[src/rtl/light_follower_queue_if.sv]
// rtl/light_follower_queue_if.sv - light/time bus and queue status signals between light controller and follower queue
interface light_follower_queue_if #(
  parameter int QW = 8
);
  logic [1:0]    light_sign;
  logic [7:0]    time_left;
  logic          car_arrive;
  logic          car_depart;
  logic [QW-1:0] queue_count;
  logic [1:0]    go_state;
  logic          seq_error;
  logic          overflow;
  logic          time_error;

  modport master (
    output light_sign, time_left, car_arrive,
    input  car_depart, queue_count, go_state, seq_error, overflow, time_error
  );

  modport slave (
    input  light_sign, time_left, car_arrive,
    output car_depart, queue_count, go_state, seq_error, overflow, time_error
  );
endinterface

[src/rtl/light_follower_queue.sv]
// rtl/light_follower_queue.sv - stop-line vehicle queue with light sequence checker; TIME_CHECK_EN adds countdown checking
module light_follower_queue #(
  parameter int QW         = 8,
  parameter int HEADWAY    = 4,
  parameter int YELLOW_MIN = 2
) (
  input  logic                   clk,
  input  logic                   reset,
  input  logic                   src_reset,
  light_follower_queue_if.slave  bus
);
  localparam logic [1:0] HOLD   = 2'd0;
  localparam logic [1:0] READY  = 2'd1;
  localparam logic [1:0] GAP    = 2'd2;

  localparam logic [1:0] L_RED    = 2'd0;
  localparam logic [1:0] L_GREEN  = 2'd1;
  localparam logic [1:0] L_YELLOW = 2'd2;
  localparam logic [1:0] L_BAD    = 2'd3;

  localparam logic [QW-1:0] QMAX     = '1;
  localparam int            GW       = (HEADWAY > 1) ? $clog2(HEADWAY) : 1;
  localparam logic [GW-1:0] GAP_LOAD = GW'(HEADWAY - 1);
  localparam logic [7:0]    YMIN     = 8'(YELLOW_MIN);

  logic [1:0]    state;
  logic [1:0]    prev_light;
  logic          armed;
  logic [GW-1:0] gap_cnt;
  logic [QW-1:0] count;
  logic          depart_q;
  logic          seq_err_q;
  logic          ovf_q;

  logic check_en;
  logic legal_step;
  logic seq_viol;
  logic block;
  logic permit;
  logic depart_now;

  // The checker is blind while the controller itself is held in reset.
  assign check_en   = armed && !src_reset;
  assign legal_step = (bus.light_sign == prev_light)
                   || (prev_light == L_RED    && bus.light_sign == L_GREEN)
                   || (prev_light == L_GREEN  && bus.light_sign == L_YELLOW)
                   || (prev_light == L_YELLOW && bus.light_sign == L_RED);
  assign seq_viol   = check_en && (bus.light_sign == L_BAD || !legal_step);
  assign block      = seq_err_q || seq_viol;
  assign permit     = !block && (bus.light_sign == L_GREEN
                    || (bus.light_sign == L_YELLOW && bus.time_left >= YMIN));
  assign depart_now = (state == READY) && permit && (count != '0);

  always_ff @(posedge clk) begin
    prev_light <= bus.light_sign;
  end

  always_ff @(posedge clk) begin
    if (reset) begin
      state     <= HOLD;
      armed     <= 1'b0;
      gap_cnt   <= '0;
      count     <= '0;
      depart_q  <= 1'b0;
      seq_err_q <= 1'b0;
      ovf_q     <= 1'b0;
    end else begin
      armed    <= !src_reset;
      depart_q <= depart_now;
      if (seq_viol)
        seq_err_q <= 1'b1;

      // Simultaneous arrival and departure nets to zero, even when full.
      if (bus.car_arrive && !depart_now && count == QMAX)
        ovf_q <= 1'b1;
      else
        count <= count + QW'(bus.car_arrive) - QW'(depart_now);

      case (state)
        HOLD: begin
          if (permit)
            state <= READY;
        end
        READY: begin
          if (!permit) begin
            state <= HOLD;
          end else if (count != '0) begin
            if (HEADWAY == 1) begin
              state <= READY;
            end else begin
              state   <= GAP;
              gap_cnt <= GAP_LOAD;
            end
          end
        end
        GAP: begin
          if (block) begin
            state   <= HOLD;
            gap_cnt <= '0;
          end else if (gap_cnt <= GW'(1)) begin
            state   <= permit ? READY : HOLD;
            gap_cnt <= '0;
          end else begin
            gap_cnt <= gap_cnt - GW'(1);
          end
        end
        default: state <= HOLD;
      endcase
    end
  end

  assign bus.car_depart  = depart_q;
  assign bus.queue_count = count;
  assign bus.go_state    = state;
  assign bus.seq_error   = seq_err_q;
  assign bus.overflow    = ovf_q;

`ifdef TIME_CHECK_EN
  logic [7:0] prev_time;
  logic       time_err_q;
  logic       time_viol;

  // Unchanged light must count down by one; a light change must land on expiry.
  assign time_viol = check_en && ((bus.light_sign == prev_light)
                   ? !(prev_time != 8'd0 && bus.time_left == prev_time - 8'd1)
                   : (prev_time != 8'd0));

  always_ff @(posedge clk) begin
    prev_time <= bus.time_left;
    if (reset)
      time_err_q <= 1'b0;
    else if (time_viol)
      time_err_q <= 1'b1;
  end

  assign bus.time_error = time_err_q;
`else
  assign bus.time_error = 1'b0;
`endif
endmodule

[src/flat_wrapper.sv]
// flat-port wrapper written by rule: the top's interface ports become plain ports
module light_follower_queue_flat 
#(
  parameter int QW         = 8,
  parameter int HEADWAY    = 4,
  parameter int YELLOW_MIN = 2
)
  (clk, reset, src_reset, bus_light_sign, bus_time_left, bus_car_arrive, bus_car_depart, bus_queue_count, bus_go_state, bus_seq_error, bus_overflow, bus_time_error);
  light_follower_queue_if #(.QW(QW)) bus_i ();
  input  logic clk;
  input  logic reset;
  input  logic src_reset;
  input wire logic [$bits(bus_i.light_sign)-1:0] bus_light_sign;
  input wire logic [$bits(bus_i.time_left)-1:0] bus_time_left;
  input wire logic [$bits(bus_i.car_arrive)-1:0] bus_car_arrive;
  output wire logic [$bits(bus_i.car_depart)-1:0] bus_car_depart;
  output wire logic [$bits(bus_i.queue_count)-1:0] bus_queue_count;
  output wire logic [$bits(bus_i.go_state)-1:0] bus_go_state;
  output wire logic [$bits(bus_i.seq_error)-1:0] bus_seq_error;
  output wire logic [$bits(bus_i.overflow)-1:0] bus_overflow;
  output wire logic [$bits(bus_i.time_error)-1:0] bus_time_error;
  assign bus_i.light_sign = bus_light_sign;
  assign bus_i.time_left = bus_time_left;
  assign bus_i.car_arrive = bus_car_arrive;
  assign bus_car_depart = bus_i.car_depart;
  assign bus_queue_count = bus_i.queue_count;
  assign bus_go_state = bus_i.go_state;
  assign bus_seq_error = bus_i.seq_error;
  assign bus_overflow = bus_i.overflow;
  assign bus_time_error = bus_i.time_error;
  light_follower_queue #(.QW(QW), .HEADWAY(HEADWAY), .YELLOW_MIN(YELLOW_MIN)) u_core (.clk(clk), .reset(reset), .src_reset(src_reset), .bus(bus_i));
endmodule
[config.mk]
export PLATFORM = sky130hd
export DESIGN_NAME = light_follower_queue_flat
export DESIGN_NICKNAME = d
export VERILOG_FILES = /design/src/rtl/light_follower_queue_if.sv /design/src/rtl/light_follower_queue.sv /design/src/flat_wrapper.sv
export SDC_FILE = /design/constraint.sdc
export NUM_CORES = 1
export LEC_CHECK = 0
export BUFFER_PORTS_ARGS = -buffer_cell sky130_fd_sc_hd__buf_2
export CAP_MARGIN = 20
export CELL_PAD_IN_SITES_DETAIL_PLACEMENT = 0
export CELL_PAD_IN_SITES_GLOBAL_PLACEMENT = 1
export CORE_MARGIN = 2
export CORE_UTILIZATION = 39
export CTS_CLUSTER_SIZE = 10
export DETAILED_ROUTE_END_ITERATION = 12
export GPL_ROUTABILITY_DRIVEN = 0
export PLACE_DENSITY = 0.77
export SYNTH_ARGS = -nofsm -noshare
export SYNTH_HDL_FRONTEND = slang
export SYNTH_SLANG_ARGS = --single-unit
export TNS_END_PERCENT = 100
[constraint.sdc]
create_clock -name clk -period 3.2 [get_ports clk]
set_input_delay 0.48 -clock clk [delete_from_list [all_inputs] [get_ports clk]]
set_output_delay 0.48 -clock clk [all_outputs]
set_load 0.01 [all_outputs]
==> results by group <==
Yosys
  • EDFF count, synth: 0
  • Register area share after synthesis: 28.92%
  • Yosys top cell by area: dfxtp_1
  • Async set-reset flop share out of synthesis: 0%
  • Post-Syn Area per Cell: 8.594 um2
  • Seq cells post-synth: 18
  • Simple-gate portion of the synthesized area: 18.47%
  • Mapped Cells: 145
  • Post-synthesis compound-gate area fraction: 18.88%
  • Post-Synthesis Cell Area: 0.001246 mm2
  • Synth Net Count: 178
  • Main combinational cell family by area after synthesis: adder cells
  • Post-synthesis xor/xnor area fraction: 4.217%
  • Synth warn: 0
  • Most common cell in the netlist: inv_1
  • Top_reg_cell synth: dfxtp_1
  • Cell variety after synth: 41
  • Yosys top cell area share: 28.92%
  • Synth cell count leaders: inv_1, dfxtp_1, ha_1
  • Area contributors post-synth: dfxtp_1, ha_1, inv_1
  • Synth Area in Adders: 19.68%
  • Multiplexer share of the synthesized area: 1.606%

Global routing
  • Largest net degree at the start of global routing: 18
  • Total track usage: 14.17%
  • Vias in the first global route: 948
  • Initial antenna violation count: 0
  • Grt total ovfl: 0
  • First-pass GRT wire length: 3.926 mm

Outcome
  • Status: complete, no violations

CTS
  • Post-cts repair resize count: 0
  • # clock sinks: 18
  • CTS clk-pin slew, worst paths: 100 ps
  • Hold_buf cts: 0
  • H-tree depth: 1
  • CTS buffer count: 3
  • Setup bufs post-CTS: 0
  • Longest Clk Path Bufs: 2
  • Clock tree root driver cell: clkbuf_4
  • Clk_lat worst skew: 280 ps
  • CTS tree: yes

Final layout
  • Share of cells above drive strength 1: 23.86%
  • Diodes inserted: 0
  • Non-Filler Instances: 220
  • Final instance area: 0.001490 mm2
  • Area of the multi-input gates: 787.0 um2
  • Synth-to-Final Area Change: 19.58%
  • Final-layout fill cell count: 321
  • FF/Latch Area: 362.8 um2
  • Layout Nets: 210

Floorplanning
  • Rows: 20
  • Starting Density: 40.82%
  • CORE AREA: 0.003053 mm2
  • I/O Pins: 28
  • Die Wd: 60.53 um
  • Die Y: 60.53 um
  • Die area: 0.003663 mm2

Setup path
  • Worst Setup End Kind: register
  • CP Max Fanout: 5
  • Max incr delay on CP: 390 ps
  • CP Cell Sequence: inv_1 -> ha_1 -> and4b_1 -> and2_1 -> nor2_1 -> ha_1 -> inv_1 -> ha_1 -> inv_1 -> fa_1 -> nand2b_1 -> nand2_1 -> a31oi_1 -> o21bai_1 -> xnor2_1 -> o22ai_1
  • Startpoint Class: register
  • Critical path's slowest cell: dfxtp_2
  • CP arrival: 3090 ps
  • CP required: 3370 ps
  • Crit Path Category: register to register

STA
  • Final max-slew violation count: 0
  • Worst Skew: 0.8513 ps
  • RSZ-0062 raised after global routing: false
  • Max frequency: 0.3431 GHz
  • Setup ws final: 285.7 ps
  • Fin. Hold Viols: 0
  • Fin crit share: 91.07%
  • Post-Route Setup TNS: 0 ps
  • Final setup vio count: 0
  • Fin Hold WS: 347.8 ps
  • Tmin final: 2914 ps

Detailed routing
  • Vias per inst: 4.914
  • Final ANT Viol Nets: 0
  • DRC Markers: 0
  • WL per Instance: 11.30 um
  • Drt first pass iters: 4
  • DRT iter0 DRCs: 20
  • Total Wirelength: 2.485 mm
  • DR vias: 1081

Hold path
  • Worst hold path type: primary input to register

Place
  • DP Worst Slack: -1.913 ps
  • Port-buffer cells: 25
  • Placed instance count: 216
  • Placed Area: 0.001451 mm2
  • Dpl hpwl: 2.022 mm

Run
  • MaxCap Viol Count: 0

Pwr
  • Pwr Density: 816.6 mW/mm2
  • Leakage power: 0.7155 nW
  • VDD IR max: 0.0004094 V
-- kinds of logic after synthesis --
group	after synthesis
compound gates	32
xor+xnor	6
fa+ha+maj	19
buf+inv	25
flops	18
mux	2
other cells	1
simple gates	42
-- cell type report --
cell class,instances,share of cell area [%]
multi-input combinational,102,52.81
sequential,18,24.35
timing repair buffer,31,11.42
inverter,21,5.290
tap,44,3.694
clock buffer,4,2.435
-- worst max-delay path: cells and delay by family, from the launching register on --
| kind | cells | cell delay (ps) |
|---|---|---|
| AND/OR/NAND/NOR | 5 | 760 |
| AO/OA/AOI/OAI | 3 | 360 |
| XOR/XNOR | 1 | 140 |
| flip-flops | 1 | 390 |
| buffers and inverters | 3 | 180 |
| adder cells (fa/ha/maj) | 4 | 970 |
-- power breakdown --
| part | switching, mW | internal, mW | leakage, nW |
|---|---|---|---|
| registers | 0.0468 | 0.285 | 0.150 |
| logic | 0.388 | 0.358 | 0.545 |
| clock network | 0.0694 | 0.0692 | 0.0210 |
| total | 0.504 | 0.712 | 0.715 |
-- sequential cells by signal (all words and copies together), names as in the netlist --
register                cells
u_core.bus.queue_count      8
u_core.gap_cnt              2
u_core.bus.go_state         2
u_core.bus.car_depart       1
u_core.bus.seq_error        1
u_core.bus.overflow         1
u_core.armed                1
u_core.prev_light           2
-- path summary, 6_finish.rpt --
check	cells after the start	endpoint	slack, ps	start
max	16	u_core.bus.queue_count[6]$_SDFFE_PP0N_	290	u_core.bus.queue_count[2]$_SDFFE_PP0N_
min	1	u_core.prev_light[1]$_DFF_P_	350	bus_light_sign[1]
max reg2reg	16	u_core.bus.queue_count[6]$_SDFFE_PP0N_	290	u_core.bus.queue_count[2]$_SDFFE_PP0N_
min reg2reg	2	u_core.bus.overflow$_SDFFE_PP0P_	450	u_core.bus.overflow$_SDFFE_PP0P_
-- cells in the final DEF, fill, tap and decap left out, types with 2 or more instances in the layout --
cell type  instances
buf_4              6
o2111a_1           2
a21oi_1           11
ha_1              18
or3_1              2
nand2b_1           5
nor3_1             4
clkbuf_4           3
o21ai_0            3
buf_2             25
nand2_1            5
nor4_1             2
a211oi_1           3
dfxtp_1           16
o211ai_2           2
xnor2_1            5
a31oi_1            2
inv_1             21
dfxtp_2            2
mux2i_1            2
nor2_1            15
-- layer usage --
layer	vias up	track usage, %	wire length [um]
li1	561	-	-
met1	508	17.19	1113
met2	10	25.31	1293
met3	2	1.279	51
met4	0	6.522	27
met5	-	0	0
-- through the flow --
step	total power, mW	util [%]
floorplan	0.8937	-
global placement	1.067	47.54
detailed placement	1.091	47.54
CTS	1.235	48.73
global route	1.340	48.81
finish	1.217	48.81
(Power assumes the default switching activity.)
